[config.mk]
export PLATFORM = sky130hd
export DESIGN_NAME = regfile_sequencer
export DESIGN_NICKNAME = d
export VERILOG_FILES = /design/src/rtl/regfile_seq_pkg.sv /design/src/rtl/seq_alu.sv /design/src/rtl/regfile_sequencer.sv
export SDC_FILE = /design/constraint.sdc
export NUM_CORES = 1
export LEC_CHECK = 0
export ABC_AREA = 1
export BUFFER_PORTS_ARGS = -buffer_cell sky130_fd_sc_hd__clkbuf_2
export CORE_AREA = 2 2 93 95
export CTS_CLUSTER_SIZE = 10
export DETAILED_ROUTE_END_ITERATION = 10
export DIE_AREA = 0 0 95 97
export PLACE_DENSITY = 0.5
export SLEW_MARGIN = 20
export SYNTH_ARGS = -nofsm -noshare
export SYNTH_HDL_FRONTEND = slang
export SYNTH_SLANG_ARGS = --single-unit
[constraint.sdc]
create_clock -name CLK -period 2.4 [get_ports CLK]
set_clock_uncertainty 0.05 [all_clocks]
set_input_delay 0.24 -clock CLK [delete_from_list [all_inputs] [get_ports CLK]]
set_output_delay 0.24 -clock CLK [all_outputs]
set_load 0.02 [all_outputs]
[src/rtl/regfile_seq_pkg.sv]
// Shared definitions for the register-file sequencer: default sizes,
// op-code encoding and FSM state encoding.
package regfile_seq_pkg;

    localparam int DEFAULT_WIDTH  = 8;
    localparam int DEFAULT_ADDR_W = 3;

    typedef enum logic [2:0] {
        OP_ADD = 3'b000,
        OP_SUB = 3'b001,
        OP_AND = 3'b010,
        OP_OR  = 3'b011,
        OP_XOR = 3'b100,
        OP_NOT = 3'b101,
        OP_MOV = 3'b110,
        OP_CMP = 3'b111
    } op_e;

    typedef enum logic [1:0] {
        ST_IDLE  = 2'd0,
        ST_READ  = 2'd1,
        ST_EXEC  = 2'd2,
        ST_WRITE = 2'd3
    } state_e;

    // CMP only sets flags; every other op writes its result back.
    function automatic logic op_writes_back(input op_e op);
        return (op != OP_CMP);
    endfunction

endpackage

[src/rtl/seq_alu.sv]
// Purely combinational ALU: operands and op code in, result plus zero and
// carry/borrow flags out. Arithmetic is done one bit wider so the extra
// bit carries the carry-out (ADD) or borrow (SUB/CMP).
module seq_alu
    import regfile_seq_pkg::*;
#(
    parameter int WIDTH = DEFAULT_WIDTH
) (
    input  logic [WIDTH-1:0] a_i,
    input  logic [WIDTH-1:0] b_i,
    input  op_e              op_i,
    output logic [WIDTH-1:0] result_o,
    output logic             z_o,
    output logic             c_o
);

    logic [WIDTH:0] sum_w;
    logic [WIDTH:0] diff_w;

    assign sum_w  = {1'b0, a_i} + {1'b0, b_i};
    // Top bit of the widened difference is set exactly when a_i < b_i.
    assign diff_w = {1'b0, a_i} - {1'b0, b_i};

    // Select result and carry per op; zero flag derives from the result.
    always_comb begin
        result_o = '0;
        c_o      = 1'b0;
        unique case (op_i)
            OP_ADD: begin
                result_o = sum_w[WIDTH-1:0];
                c_o      = sum_w[WIDTH];
            end
            OP_SUB, OP_CMP: begin
                result_o = diff_w[WIDTH-1:0];
                c_o      = diff_w[WIDTH];
            end
            OP_AND:  result_o = a_i & b_i;
            OP_OR:   result_o = a_i | b_i;
            OP_XOR:  result_o = a_i ^ b_i;
            OP_NOT:  result_o = ~a_i;
            OP_MOV:  result_o = a_i;
            default: result_o = '0;
        endcase
        z_o = (result_o == '0);
    end

endmodule

[src/rtl/regfile_sequencer.sv]
// Four-phase sequencer driving an external register file: accept a request
// in IDLE, read operands in READ, compute in EXEC, write back in WRITE.
// One request every four cycles; the write of one request always lands
// before the READ of the next, so read-after-write needs no forwarding.
module regfile_sequencer
    import regfile_seq_pkg::*;
#(
    parameter int WIDTH  = DEFAULT_WIDTH,
    parameter int ADDR_W = DEFAULT_ADDR_W
) (
    input  logic              CLK,
    input  logic              RESET_N,
    input  logic              REQ_VALID,
    output logic              REQ_READY,
    input  logic [2:0]        REQ_OP,
    input  logic [ADDR_W-1:0] REQ_SA,
    input  logic [ADDR_W-1:0] REQ_SB,
    input  logic [ADDR_W-1:0] REQ_DR,
    output logic [ADDR_W-1:0] SA,
    output logic [ADDR_W-1:0] SB,
    input  logic [WIDTH-1:0]  DataA,
    input  logic [WIDTH-1:0]  DataB,
    output logic [ADDR_W-1:0] DR,
    output logic [WIDTH-1:0]  D_IN,
    output logic              LD,
    output logic              DONE,
    output logic [WIDTH-1:0]  RESULT,
    output logic              FLAG_Z,
    output logic              FLAG_C
);

    state_e            state_q, state_d;
    op_e               op_q;
    logic [ADDR_W-1:0] sa_q, sb_q, dr_q;
    logic [WIDTH-1:0]  a_q, b_q;
    logic [WIDTH-1:0]  result_q;
    logic              z_q, c_q;

    logic              accept;
    logic [WIDTH-1:0]  alu_result;
    logic              alu_z, alu_c;

    assign accept = REQ_VALID && (state_q == ST_IDLE);

    seq_alu #(
        .WIDTH (WIDTH)
    ) u_alu (
        .a_i      (a_q),
        .b_i      (b_q),
        .op_i     (op_q),
        .result_o (alu_result),
        .z_o      (alu_z),
        .c_o      (alu_c)
    );

    // State register; reset anywhere in the sequence abandons the request.
    always_ff @(posedge CLK) begin
        if (!RESET_N) begin
            state_q <= ST_IDLE;
        end else begin
            state_q <= state_d;
        end
    end

    // Next state and handshake/strobe outputs; strictly linear cycle.
    always_comb begin
        state_d   = state_q;
        REQ_READY = 1'b0;
        DONE      = 1'b0;
        LD        = 1'b0;
        unique case (state_q)
            ST_IDLE: begin
                REQ_READY = 1'b1;
                if (accept) begin
                    state_d = ST_READ;
                end
            end
            ST_READ:  state_d = ST_EXEC;
            ST_EXEC:  state_d = ST_WRITE;
            ST_WRITE: begin
                DONE    = 1'b1;
                LD      = op_writes_back(op_q);
                state_d = ST_IDLE;
            end
            default:  state_d = ST_IDLE;
        endcase
    end

    // Datapath: latch request on acceptance, capture operands at end of
    // READ, register ALU outputs at end of EXEC. Everything else holds.
    always_ff @(posedge CLK) begin
        if (!RESET_N) begin
            op_q     <= OP_ADD;
            sa_q     <= '0;
            sb_q     <= '0;
            dr_q     <= '0;
            a_q      <= '0;
            b_q      <= '0;
            result_q <= '0;
            z_q      <= 1'b0;
            c_q      <= 1'b0;
        end else begin
            if (accept) begin
                op_q <= op_e'(REQ_OP);
                sa_q <= REQ_SA;
                sb_q <= REQ_SB;
                dr_q <= REQ_DR;
            end
            if (state_q == ST_READ) begin
                a_q <= DataA;
                b_q <= DataB;
            end
            if (state_q == ST_EXEC) begin
                result_q <= alu_result;
                z_q      <= alu_z;
                c_q      <= alu_c;
            end
        end
    end

    assign SA     = sa_q;
    assign SB     = sb_q;
    assign DR     = dr_q;
    assign D_IN   = result_q;
    assign RESULT = result_q;
    assign FLAG_Z = z_q;
    assign FLAG_C = c_q;

endmodule

[Word-level counts from Yosys, hierarchy flattened]
Index checks and enable logic that the tools add are counted.
Word-level totals
  register bits after elaboration: 40
  memory bits (writable): 0
  bits in latches: 0
  input port bits: 31
  output and inout bits: 30
  word-level logic and storage cells: 40
  ROM bits: 0
  memories: 0
Cells by class
  multiply operators: 0
  bitwise logic cells: 4
  reductions and logical operators: 5
  shift operators: 0
  $lt $le $gt $ge: 0
  add/sub/neg operators: 2
  equality and inequality tests: 12
  mux-type cells: 7
  div/mod/pow operators: 0
Operator list (number)
  $pmux 8 s7: 1
  $eq 3x3->1 const B: 4
  $add 8x8->9: 1
  $sub 8x8->9: 1
  $and 8x8->8: 1
  $logic_not 8->1: 1
  $not 8->8: 1
  $or 8x8->8: 1
  $pmux 2 s4: 1
  $xor 8x8->8: 1
  $eq 3x2->1 const B: 2
  $eq 2x2->1 const B: 2
  $eq 3x1->1 const B: 1
  $logic_not 3->1: 1
  $mux 1: 3
  $ne 3x3->1 const B: 1
  $eq 2x1->1 const B: 1
  $logic_not 2->1: 1
  $mux 2: 1
  $ne 2x2->1 const B: 1
  $pmux 1 s2: 1
  $reduce_or 2->1: 1
  $logic_and 1x1->1: 1

[Logic depth before layout (Yosys ltp)]
  word-level depth: 4
  mapped depth: 15
  gate-level depth less buffers: 14

[Cells and area by module]
From an unflattened synthesis, not the netlist that was laid out.
Second synthesis, totals
  cells, all modules: 432
  area total of the unflattened synthesis: 2879.0 um^2
Modules (own cells, without submodules)
  regfile_sequencer: times used 1, area an instance 1536.5 um^2, cells an instance 194, seq. area each 800.8 um^2
  seq_alu: times used 1, area an instance 1342.5 um^2, cells an instance 238, seq. area each 0.0 um^2

[Least setup slack after synthesis]
Ideal clock, no wire load.
  kind: reg2reg
  start point: reg a_q[3]
  end point: reg c_q (netlist: FLAG_C)
  clock period less this slack: 1.898 ns
  stages on the path, launching flop included: 13
  setup time: 0.115 ns
  buffers on the path: 0
  data required time: 2.235 ns
  path slack: 0.502 ns
  data arrival time: 1.733 ns
  cells stage by stage: dfxtp_1 -> inv_1 -> ha_1 -> a21oi_1 -> inv_1 -> nand2_1 -> nand3_1 -> a21oi_1 -> nor2_1 -> o21ai_0 -> o21ai_0 -> o21ai_0 -> inv_1
On the way
  cells in the longest elaborated chain, start to end: 2
  elaborated cells between the ends (all ways): 3
  classes of those cells: 2 x add/sub; 1 x mux
Ends and longest elaborated chain
  start, declared: line regfile_sequencer.sv:35  | logic [WIDTH-1:0] a_q, b_q;
  start signal, assigned: line regfile_sequencer.sv:110  | a_q <= DataA;
  $sub 8x8->9 / $add 8x8->9 (equally long branches): line seq_alu.sv:22, seq_alu.sv:20
  $pmux 1 s2 *: line seq_alu.sv:28  | unique case (op_i)
  end signal, assigned: line regfile_sequencer.sv:116  | c_q <= alu_c;
  end, declared: line regfile_sequencer.sv:37  | logic z_q, c_q;
Mark *: on every way between the ends. The rest lies on a longest branch, timed or not.
A chain may end at the register's enable or synchronous reset.

[Final worst setup path]
  start point: reg a_q[0]
  end point: reg c_q (netlist: FLAG_C)
Same word-level chain as after synthesis.

==> out/qor.yml <==
die:
  io_pins: 61
  rows: 33
  chipHeight_um: 97
  fp.dieW_um: 95
  dieArea_um2: 9220
  core_um2: 8130
  initial_core_util: 0.343
cells_and_area:
  final_common_cell: "nand2_1"
  final_cell_mix: "nand2_1, clkbuf_2, inv_1"
  syn_to_final_growth_pct: 16.3
  postLayoutCellArea_um2: 3250
  fin_nets: 518
  fillers: 906
  fin_cells: 563
  antenna_cells: 0
  drive_gt1_frac: 0.186
yosys:
  yosysSeqAreaShare: 0.287
  synthesis.area_um2: 2790
  synth_compound_gate_area_share: 0.183
  netlist_instances: 408
  synthSimpleGateAreaFrac: 0.254
  yosys.area_share.xor_xnor: 0.00941
  yosysWarnings: 0
  synth_top_family_by_area: "simple AND/OR/NAND/NOR gates"
  syn_area_per_cell_um2: 6.84
  synth_fa_ha_area_frac: 0.140
  yosysUniqueCellTypes: 35
  syn-num-nets: 469
  synthMuxAreaShare: 0.00358
  ys_ff_latch: 40
place:
  gp_congestion: 0.957
  dp_hpwl_um: 5930
  io_buffers: 60
  pre_cts_ws_ns: 0.142
  placedInstanceArea_um2: 3120
  dp.cells: 555
routing:
  drt_iter0_markers: 144
  num_vias: 2771
  drt-pass1-iter-count: 4
  antenna_left: 0
  drt-total-wl_um: 7890
  via_per_inst: 4.92
  post-route-drc-count: 0
  wl_per_cell_um: 14.0
setup_path:
  worstPathRequired_ns: 2.55
  critical_path_class: "reg -> reg"
  critical_path.startpoint: "a_q[0]"
  worstPathArrival_ns: 2.33
  cp-start-kind: "flip-flop"
  rr_startpoint: "a_q[0]"
  cp-end-kind: "flip-flop"
  cp_max_fo: 4
cts:
  clk_path_buf_depth: 2
  clkTransAtPathRegs_ns: 0.08
  cts_tree: "yes"
  root_buffer: "clkbuf_8"
  holdBufCountCts: 0
  clock_latency_ns: 0.30
  h-tree-depth: 2
  cts_made_buffers: 5
  cts_setup_buffers: 0
  clock_sinks: 40
  cts_resized: 0
hold_path:
  min-delay-start: "REQ_DR[2]"
  min_path_type: "in -> reg"
global_routing:
  grt_usage: 0.178
  grt_max_degree: 33
  grt_pass1_vias: 2670
  grt-ovfl-total: 0
  antenna_found_initial: 0
  grt_first_pass_wirelength_um: 13100
pwr:
  powerDensity_nw_per_um2: 1390
  clkPwrFrac: 0.126
  sw_frac_of_total: 0.522
  p_leak_nw: 1.62
  netSwitchingPower_mw: 2.35
  internal-power_mw: 2.15
  seqPwrFrac: 0.254
  power_mw: 4.50
  p_comb_frac: 0.620
  peakVddDrop_v: 0.000395
sta:
  fin_crit_ns: 2.18
  finalHoldViolations: 0
  finalMaxSlewViolations: 0
  grt_setup_unrepaired: "no"
  setup_viol: 0
  tns_ns: 0
  worst_slack_ns: 0.219
  max_freq_mhz: 458
  tightest_slew_ns: 0.521
  slew_headroom: 0.652
  min_period_over_period: 0.909
job:
  maxCapViolations: 0
status:
  status: "complete, no violations"
==> path summary, 6_finish.rpt <==
| kind | to | depth (start not counted) | slack, ns |
|---|---|---|---|
| setup / recovery | FLAG_C | 10 | 0.22 |
| setup reg to reg | FLAG_C | 10 | 0.22 |
| hold / removal | DR[2] | 3 | 0.14 |
| hold reg to reg | FLAG_Z | 2 | 0.43 |
==> cells in the mapped netlist <==
cell type  instances  share of area
a21oi_1           36          0.065
a21oi_2            1         0.0031
a221oi_1           1         0.0031
a31oi_1            1         0.0022
buf_2              2         0.0036
buf_4             10          0.027
buf_6              1         0.0040
clkbuf_1           9          0.012
clkbuf_8           1         0.0049
clkinv_1           1         0.0013
dfxtp_1           40           0.29
fa_1               2          0.014
ha_1              28           0.13
inv_1             49          0.066
inv_2              4         0.0054
mux2i_1            1         0.0036
nand2_1           63          0.085
nand2_2            1         0.0022
nand3_1           33          0.059
nand4_1           11          0.025
nor2_1            46          0.062
nor2_2             1         0.0022
nor2_8             1         0.0072
nor3_1             4         0.0072
o211a_1            1         0.0036
o211ai_1           1         0.0027
o21a_1             1         0.0027
o21ai_0           46          0.082
o21ai_1            1         0.0018
o21bai_1           1         0.0027
o221ai_1           2         0.0063
o22ai_1            2         0.0045
o2bb2ai_1          1         0.0031
or2_1              2         0.0045
xor2_1             3         0.0094
==> metal layers <==
metal,vias up,track usage,share of wire
met3,20,0.0366,0.057
met5,-,0,0
met2,74,0.286,0.45
li1,1430,-,-
met4,0,0.0569,0.019
met1,1247,0.236,0.47
==> registers in the layout (all words and copies together) (netlist names) <==
register	count
D_IN	8
a_q	8
b_q	8
DR	3
SA	3
SB	3
op_q	3
state_q	2
FLAG_C	1
FLAG_Z	1
==> power groups by stage <==
stage                     Combinational, mW  Sequential [mW]  Clock [mW]
after global placement                 2.75             1.15           0
final                                  2.79             1.14       0.566
after floorplan                        1.99             1.22           0
after CTS                              2.74             1.15       0.585
after global routing                   3.18             1.20       0.608
after detailed placement               2.73             1.16           0
==> cell families (layout without fill, tap and decap cells) <==
family                   count (synthesis)  after routing
buffers and inverters                   77            127
AND/OR/NAND/NOR                        162            162
adder cells (fa/ha/maj)                 30             30
AO/OA/AOI/OAI                           95             95
flip-flops                              40             40
multiplexers                             1              1
XOR/XNOR                                 3              3
==> worst max-delay path, stage by stage, from the launching register on <==
cell	delay, ns
dfxtp_1	0.33
ha_1	0.28
fa_1	0.46
nand4_1	0.12
nand3_1	0.13
a21oi_1	0.21
nor2_1	0.06
o21ai_0	0.13
o21ai_0	0.11
o21ai_0	0.16
inv_1	0.05
==> per-stage QoR <==
step                      hold WS, ns   util
final                           0.141  0.399
after global routing            0.151  0.399
after CTS                       0.136  0.397
after detailed placement        0.421  0.383
after global placement          0.414  0.383
after floorplan                 0.356      -
==> final cells by class <==
class                      count  area (um2)  area share
timing repair buffer          65         338       0.104
inverter                      54         203      0.0624
multi-input combinational    291        1660       0.513
clock buffer                   6        72.6      0.0224
clock inverter                 2        35.0      0.0108
tap                          105         131      0.0405
sequential                    40         803       0.247
No activity file was read; power rests on OpenSTA's default activity.
